==> src/rtl/riscv_pkg.sv <==
// Shared definitions for the RISC-V run controller and its retirement trace FIFO.
// Holds the default datapath width, the ebreak encoding, halt-cause codes and FSM states.
package riscv_pkg;

    localparam int unsigned XLEN_DEF = 32;

    localparam logic [31:0] EBREAK = 32'h0010_0073;

    typedef enum logic [1:0] {
        CAUSE_NONE   = 2'd0,
        CAUSE_BUDGET = 2'd1,
        CAUSE_EBREAK = 2'd2,
        CAUSE_ABORT  = 2'd3
    } cause_e;

    typedef enum logic [1:0] {
        ST_IDLE = 2'd0,
        ST_RUN  = 2'd1,
        ST_DONE = 2'd2
    } run_state_e;

endpackage

==> src/rtl/riscv_trace_fifo.sv <==
// Synchronous show-ahead FIFO for retirement trace entries.
// The head is presented combinationally; a push into an empty FIFO is visible after the edge.
module riscv_trace_fifo #(
    parameter int unsigned WIDTH = 96,
    parameter int unsigned DEPTH = 16
) (
    input  logic                     clk,
    input  logic                     rst_n,
    input  logic                     flush,
    input  logic                     push,
    input  logic                     pop,
    input  logic [WIDTH-1:0]         wdata,
    output logic [WIDTH-1:0]         rdata,
    output logic                     full,
    output logic                     empty,
    output logic [$clog2(DEPTH):0]   level
);

    localparam int unsigned AW = $clog2(DEPTH);

    logic [WIDTH-1:0]  mem [DEPTH];
    logic [AW-1:0]     wr_ptr;
    logic [AW-1:0]     rd_ptr;
    logic [AW:0]       count;
    logic              do_push;
    logic              do_pop;

    assign full  = (count == (AW+1)'(DEPTH));
    assign empty = (count == '0);
    assign level = count;

    // A pop frees the slot this same edge, so a full FIFO still accepts a push alongside it.
    assign do_pop  = pop && !empty;
    assign do_push = push && (!full || do_pop);

    assign rdata = empty ? '0 : mem[rd_ptr];

    always_ff @(posedge clk) begin
        if (do_push && !flush) begin
            mem[wr_ptr] <= wdata;
        end
    end

    always_ff @(posedge clk or negedge rst_n) begin
        if (!rst_n) begin
            wr_ptr <= '0;
            rd_ptr <= '0;
            count  <= '0;
        end else if (flush) begin
            wr_ptr <= '0;
            rd_ptr <= '0;
            count  <= '0;
        end else begin
            if (do_push) begin
                wr_ptr <= wr_ptr + 1'b1;
            end
            if (do_pop) begin
                rd_ptr <= rd_ptr + 1'b1;
            end
            case ({do_push, do_pop})
                2'b10:   count <= count + 1'b1;
                2'b01:   count <= count - 1'b1;
                default: count <= count;
            endcase
        end
    end

endmodule

==> src/rtl/riscv_run_ctrl.sv <==
// Run controller for the single-cycle RISC-V core: clock-enable gating, retire counting,
// halt detection (budget / ebreak / abort) and a retirement trace FIFO drained by a debug port.
module riscv_run_ctrl
    import riscv_pkg::*;
#(
    parameter int unsigned XLEN          = XLEN_DEF,
    parameter int unsigned DEPTH         = 16,
    parameter int unsigned CNT_W         = 16,
    parameter bit          STALL_ON_FULL = 1'b1
) (
    input  logic                     clk,
    input  logic                     rst_n,
    input  logic                     start,
    input  logic                     abort,
    input  logic [CNT_W-1:0]         max_cycles,
    input  logic                     halt_on_ebreak,
    input  logic [XLEN-1:0]          PC,
    input  logic [XLEN-1:0]          instruction,
    input  logic [XLEN-1:0]          ALU_Result,
    output logic                     core_en,
    output logic                     running,
    output logic                     done,
    output logic [1:0]               done_cause,
    output logic [CNT_W-1:0]         retired,
    input  logic                     pop,
    output logic                     trace_valid,
    output logic [XLEN-1:0]          trace_pc,
    output logic [XLEN-1:0]          trace_instr,
    output logic [XLEN-1:0]          trace_result,
    output logic [$clog2(DEPTH):0]   trace_level,
    output logic                     overflow
);

    run_state_e          state;
    run_state_e          state_nxt;
    cause_e              cause_q;
    cause_e              cause_nxt;
    logic [CNT_W-1:0]    budget_q;
    logic                ebreak_en_q;
    logic [CNT_W-1:0]    retired_q;
    logic                overflow_q;

    logic                fifo_full;
    logic                fifo_empty;
    logic [3*XLEN-1:0]   fifo_rdata;

    logic                start_ok;
    logic                retire;
    logic                hit_ebreak;
    logic                hit_budget;
    logic                drop;

    assign start_ok = start && (state != ST_RUN);

    assign core_en = (state == ST_RUN) && !(STALL_ON_FULL && fifo_full && !pop);
    assign retire  = core_en && !abort;

    assign hit_ebreak = ebreak_en_q && (instruction == XLEN'(EBREAK));
    assign hit_budget = (budget_q != '0) && ((retired_q + 1'b1) == budget_q);

    // Only reachable with STALL_ON_FULL=0: with stalling, retire already excludes full && !pop.
    assign drop = retire && fifo_full && !pop;

    always_ff @(posedge clk or negedge rst_n) begin
        if (!rst_n) begin
            state   <= ST_IDLE;
            cause_q <= CAUSE_NONE;
        end else begin
            state   <= state_nxt;
            cause_q <= cause_nxt;
        end
    end

    always_comb begin
        state_nxt = state;
        cause_nxt = cause_q;
        case (state)
            ST_IDLE, ST_DONE: begin
                if (start) begin
                    state_nxt = ST_RUN;
                    cause_nxt = CAUSE_NONE;
                end
            end
            ST_RUN: begin
                if (abort) begin
                    state_nxt = ST_DONE;
                    cause_nxt = CAUSE_ABORT;
                end else if (retire && hit_ebreak) begin
                    state_nxt = ST_DONE;
                    cause_nxt = CAUSE_EBREAK;
                end else if (retire && hit_budget) begin
                    state_nxt = ST_DONE;
                    cause_nxt = CAUSE_BUDGET;
                end
            end
            default: begin
                state_nxt = ST_IDLE;
                cause_nxt = CAUSE_NONE;
            end
        endcase
    end

    always_ff @(posedge clk or negedge rst_n) begin
        if (!rst_n) begin
            budget_q    <= '0;
            ebreak_en_q <= 1'b0;
            retired_q   <= '0;
            overflow_q  <= 1'b0;
        end else if (start_ok) begin
            budget_q    <= max_cycles;
            ebreak_en_q <= halt_on_ebreak;
            retired_q   <= '0;
            overflow_q  <= 1'b0;
        end else begin
            if (retire && (retired_q != '1)) begin
                retired_q <= retired_q + 1'b1;
            end
            if (drop) begin
                overflow_q <= 1'b1;
            end
        end
    end

    riscv_trace_fifo #(
        .WIDTH (3*XLEN),
        .DEPTH (DEPTH)
    ) u_fifo (
        .clk   (clk),
        .rst_n (rst_n),
        .flush (start_ok),
        .push  (retire),
        .pop   (pop),
        .wdata ({PC, instruction, ALU_Result}),
        .rdata (fifo_rdata),
        .full  (fifo_full),
        .empty (fifo_empty),
        .level (trace_level)
    );

    assign running      = (state == ST_RUN);
    assign done         = (state == ST_DONE);
    assign done_cause   = cause_q;
    assign retired      = retired_q;
    assign overflow     = overflow_q;
    assign trace_valid  = !fifo_empty;
    assign trace_pc     = fifo_rdata[3*XLEN-1:2*XLEN];
    assign trace_instr  = fifo_rdata[2*XLEN-1:XLEN];
    assign trace_result = fifo_rdata[XLEN-1:0];

endmodule

==> config.mk <==
export PLATFORM = sky130hd
export DESIGN_NAME = riscv_run_ctrl
export DESIGN_NICKNAME = d
export VERILOG_FILES = /design/src/rtl/riscv_pkg.sv /design/src/rtl/riscv_trace_fifo.sv /design/src/rtl/riscv_run_ctrl.sv
export SDC_FILE = /design/constraint.sdc
export NUM_CORES = 2
export LEC_CHECK = 0
export ABC_AREA = 1
export BUFFER_PORTS_ARGS = -buffer_cell sky130_fd_sc_hd__buf_4
export CORE_ASPECT_RATIO = 1.75
export CORE_MARGIN = 4
export CORE_UTILIZATION = 50
export DETAILED_ROUTE_END_ITERATION = 6
export PLACE_DENSITY = 0.77
export SYNTH_ARGS = -nofsm -noshare
export SYNTH_HDL_FRONTEND = slang
export SYNTH_SLANG_ARGS = --single-unit
==> constraint.sdc <==
create_clock -name clk -period 5.7 [get_ports clk]
set_input_delay 0.855 -clock clk [delete_from_list [all_inputs] [get_ports clk]]
set_output_delay 0.855 -clock clk [all_outputs]
set_load 0.02 [all_outputs]
==> run summary <==
========================================================================================
Max-capacitance violation count ...........................................            0
Per-cell via count in the routed design ...................................         6.35
Number of library cell types mapped by synthesis ..........................           40
Async set or reset register ratio after synthesis .........................        3.21%
Number of buffers inserted during clock tree synthesis ....................          141
Critical path's largest stage delay .......................................      0.72 ns
Static leakage ............................................................      22.3 nW
Primary FF master, synth .................................................. sky130_fd_sc_hd__edfxtp_1
Category of the most critical setup path ..................................   reg -> out
Worst path arrival time ...................................................      3.90 ns
Max Freq ..................................................................    0.210 GHz
Total global-route track usage ............................................        24.9%
Top cell family by delay on the critical path ............................. buffers and inverters
Clock Latency Late Sink ...................................................      0.76 ns
Status .................................................................... finished, final reports clean
Power per cell area .......................................................   429 mW/mm2
Sink Count ................................................................         1587
Cell with the most instances on the worst path ............................ sky130_fd_sc_hd__buf_4
Initial cell density of the core ..........................................        50.3%
HPWL after detailed placement .............................................     83000 um
Clock Skew ................................................................    0.0258 ns
Register area .............................................................   0.0474 mm2
Overall power consumption .................................................     0.0301 W
Critical path's slowest cell .............................................. sky130_fd_sc_hd__dfrtp_4
Number of levels in the clock H-tree ......................................            4
Worst min-delay path class ................................................  in -> async
1st-iter DRT viols ........................................................         5039
Total die area ............................................................    0.131 mm2
Gp weighted congestion ....................................................        0.845
Number of buffers and inverters on the critical path ......................            3
Number of routed nets with antenna violations .............................            0
Final #Nets ...............................................................         4783
Max clock buf depth .......................................................            3
Total number of yosys warnings ............................................            0
Routed wire length per instance ...........................................      25.9 um
Post-placement cell count .................................................         6157
Site Rows .................................................................          171
Non-filler cells, final ...................................................         6417
Worst Tran Pin Value ......................................................      1.29 ns
# port buffers ............................................................          241
Maximum ir drop on the vdd rail ...........................................   0.000413 V
Root cell of the clock tree ............................................... sky130_fd_sc_hd__clkbuf_16
Portion of the clock cycle consumed by the worst path in the final layout .        83.4%
Most frequent cells in the layout ......................................... sky130_fd_sc_hd__edfxtp_1 (1536), sky130_fd_sc_hd__nor2_1 (805), sky130_fd_sc_hd__o21ai_0 (763)
Number of instances in the synthesized netlist ............................         4537
Clock-pin transition on the worst setup and hold timing paths .............      0.07 ns
Crit path time final ......................................................      4.75 ns
Cells traversed along the worst timing path ............................... inv_8, buf_4, o21ai_0, o221ai_1, o211ai_1, a21oi_1, buf_4
Die X .....................................................................       275 um
Netlist Area Pre-Place ....................................................   0.0623 mm2
Aggregate routed wire length ..............................................    166000 um
1st-pass router iterations ................................................            7
Endpoint class of the critical path .......................................   output pin
Largest driver fanout on the critical path ................................          135
Via Count .................................................................        40800
Post-cts hold buffer count ................................................            0
Count of endpoints failing hold in the final timing report ................            0
Post-CTS Setup Inserts ....................................................            0
Number of nets in the synthesized netlist .................................         4663
Wire length of the first global-routing pass ..............................    244000 um
Register-to-register setup slack ..........................................      2.21 ns
Relative slew slack .......................................................        14.3%
Layout area overhead ......................................................        12.7%
FF+latch count, synth .....................................................         1587
CTS tree ..................................................................          yes
Pin count of the biggest net entering global routing ......................          203
Setup repair after global routing missed its margin .......................        false
Part of the Yosys area used for sequential elements .......................        76.1%
Core area .................................................................    0.124 mm2
Overflow after GRT ........................................................            0
Number of enable flip-flop cells after synthesis ..........................         1536
Fillcell total ............................................................         9432
Antenna violations before repair ..........................................           18
I/O pins ..................................................................          242
Combined area of the multi-input logic cells ..............................   0.0134 mm2
Number of instances resized during post-cts repair ........................            0
Drc violations ............................................................            0
Via count of the first global-routing pass ................................        40000
Final count of negative-setup-slack endpoints .............................            0
Crit path required time ...................................................      4.85 ns
Die extent in y ...........................................................       475 um
Final Max Tran Viols ......................................................            0
Post-synthesis area per instance ..........................................     13.7 um2
Commonest non-fill, non-tap cell in the layout ............................ sky130_fd_sc_hd__edfxtp_1
Fraction of layout cells with a size suffix above 1 .......................        12.0%
Critical path startpoint category .........................................    flip-flop
========================================================================================
[metal layers]
metal / global-route usage [%] / vias up / wire (um)
li1: - / 17600 / -
met1: 32.0 / 20400 / 61400
met2: 41.6 / 2373 / 82800
met3: 5.64 / 447 / 16600
met4: 9.60 / 18 / 5600
met5: 0 / - / 113
[sequential cells by signal, indices dropped and copies added (netlist names)]
| register | cells |
|---|---|
| overflow | 1 |
| retired | 16 |
| done_cause | 2 |
| u_fifo.mem | 1536 |
| ebreak_en_q | 1 |
| u_fifo.wr_ptr | 4 |
| budget_q | 16 |
| u_fifo.rd_ptr | 4 |
| u_fifo.level | 5 |
| state | 2 |
[through the flow]
stage / hold WS, ns / setup TNS, ns / utilization [%] / worst slack (ns) / instance area [um2]
5_1_grt: 0.165 / 0 / 56.7 / 0.751 / 70200
2_1_floorplan: 0.434 / -265.80 / - / -0.278 / 62300
6_report: 0.140 / 0 / 56.7 / 0.945 / 70200
4_1_cts: 0.125 / 0 / 56.7 / 0.847 / 70200
3_3_place_gp: 0.462 / 0 / 53.1 / 1.73 / 65700
3_5_place_dp: 0.463 / 0 / 53.1 / 1.68 / 65700
[final cells by class]
| class | instances | share of cell area [%] |
|---|---|---|
| Antenna cell | 8 | 0.0285 |
| Clock buffer | 181 | 5.54 |
| Clock inverter | 71 | 0.782 |
| Inverter | 61 | 0.369 |
| Multi-Input combinational cell | 2551 | 19.1 |
| Sequential cell | 1587 | 67.5 |
| Tap cell | 1643 | 2.93 |
| Timing Repair Buffer | 315 | 3.72 |
[where the power goes]
group,leakage [nW],switching (W),internal [W],total [W]
sequential,14.5,0.000193,0.0131,0.0133
combinational,5.68,0.00541,0.00226,0.00767
clock,2.14,0.00409,0.00507,0.00916
[logic make-up after synthesis]
| group | synth area share [%] |
|---|---|
| multiplexers | 0.0161 |
| AO/OA/AOI/OAI | 13.9 |
| AND/OR/NAND/NOR | 7.11 |
| adder cells (fa/ha/maj) | 0.161 |
| XOR/XNOR | 0.106 |
| flip-flops | 76.1 |
| buffers and inverters | 2.63 |
[cell usage after synthesis (9+ instances only)]
| cell type | count | area share [%] |
|---|---|---|
| sky130_fd_sc_hd__buf_2 | 68 | 0.55 |
| sky130_fd_sc_hd__o21ai_0 | 763 | 6.1 |
| sky130_fd_sc_hd__a21oi_1 | 104 | 0.84 |
| sky130_fd_sc_hd__nand2_1 | 138 | 0.83 |
| sky130_fd_sc_hd__edfxtp_1 | 1536 | 74 |
| sky130_fd_sc_hd__o21ai_1 | 31 | 0.25 |
| sky130_fd_sc_hd__dfrtp_1 | 51 | 2.0 |
| sky130_fd_sc_hd__nor2_1 | 822 | 5.0 |
| sky130_fd_sc_hd__o22ai_2 | 9 | 0.18 |
| sky130_fd_sc_hd__o221ai_1 | 261 | 3.7 |
| sky130_fd_sc_hd__inv_1 | 53 | 0.32 |
| sky130_fd_sc_hd__o22ai_1 | 129 | 1.3 |
| sky130_fd_sc_hd__o211ai_1 | 123 | 1.5 |
| sky130_fd_sc_hd__nor4_1 | 9 | 0.090 |
| sky130_fd_sc_hd__nand3_1 | 114 | 0.92 |
| sky130_fd_sc_hd__nand4_1 | 9 | 0.090 |
| sky130_fd_sc_hd__clkbuf_1 | 255 | 1.5 |
[worst paths after layout]
path                                               from                            to  cells after the start
max reg2reg                        state[1]$_DFFE_PN0P_  u_fifo.mem[14][24]$_DFFE_PP_                      6
min in group clk                          max_cycles[0]       budget_q[0]$_DFFE_PN0P_                      3
min reg2reg                   done_cause[1]$_DFFE_PN0P_     done_cause[1]$_DFFE_PN0P_                      2
max                        u_fifo.rd_ptr[1]$_DFFE_PN0P_                  trace_pc[26]                      7
max in group asynchronous                         rst_n  u_fifo.rd_ptr[1]$_DFFE_PN0P_                      1
min                                               rst_n     done_cause[1]$_DFFE_PN0P_                      1
No activity file was read; power rests on OpenSTA's default activity.
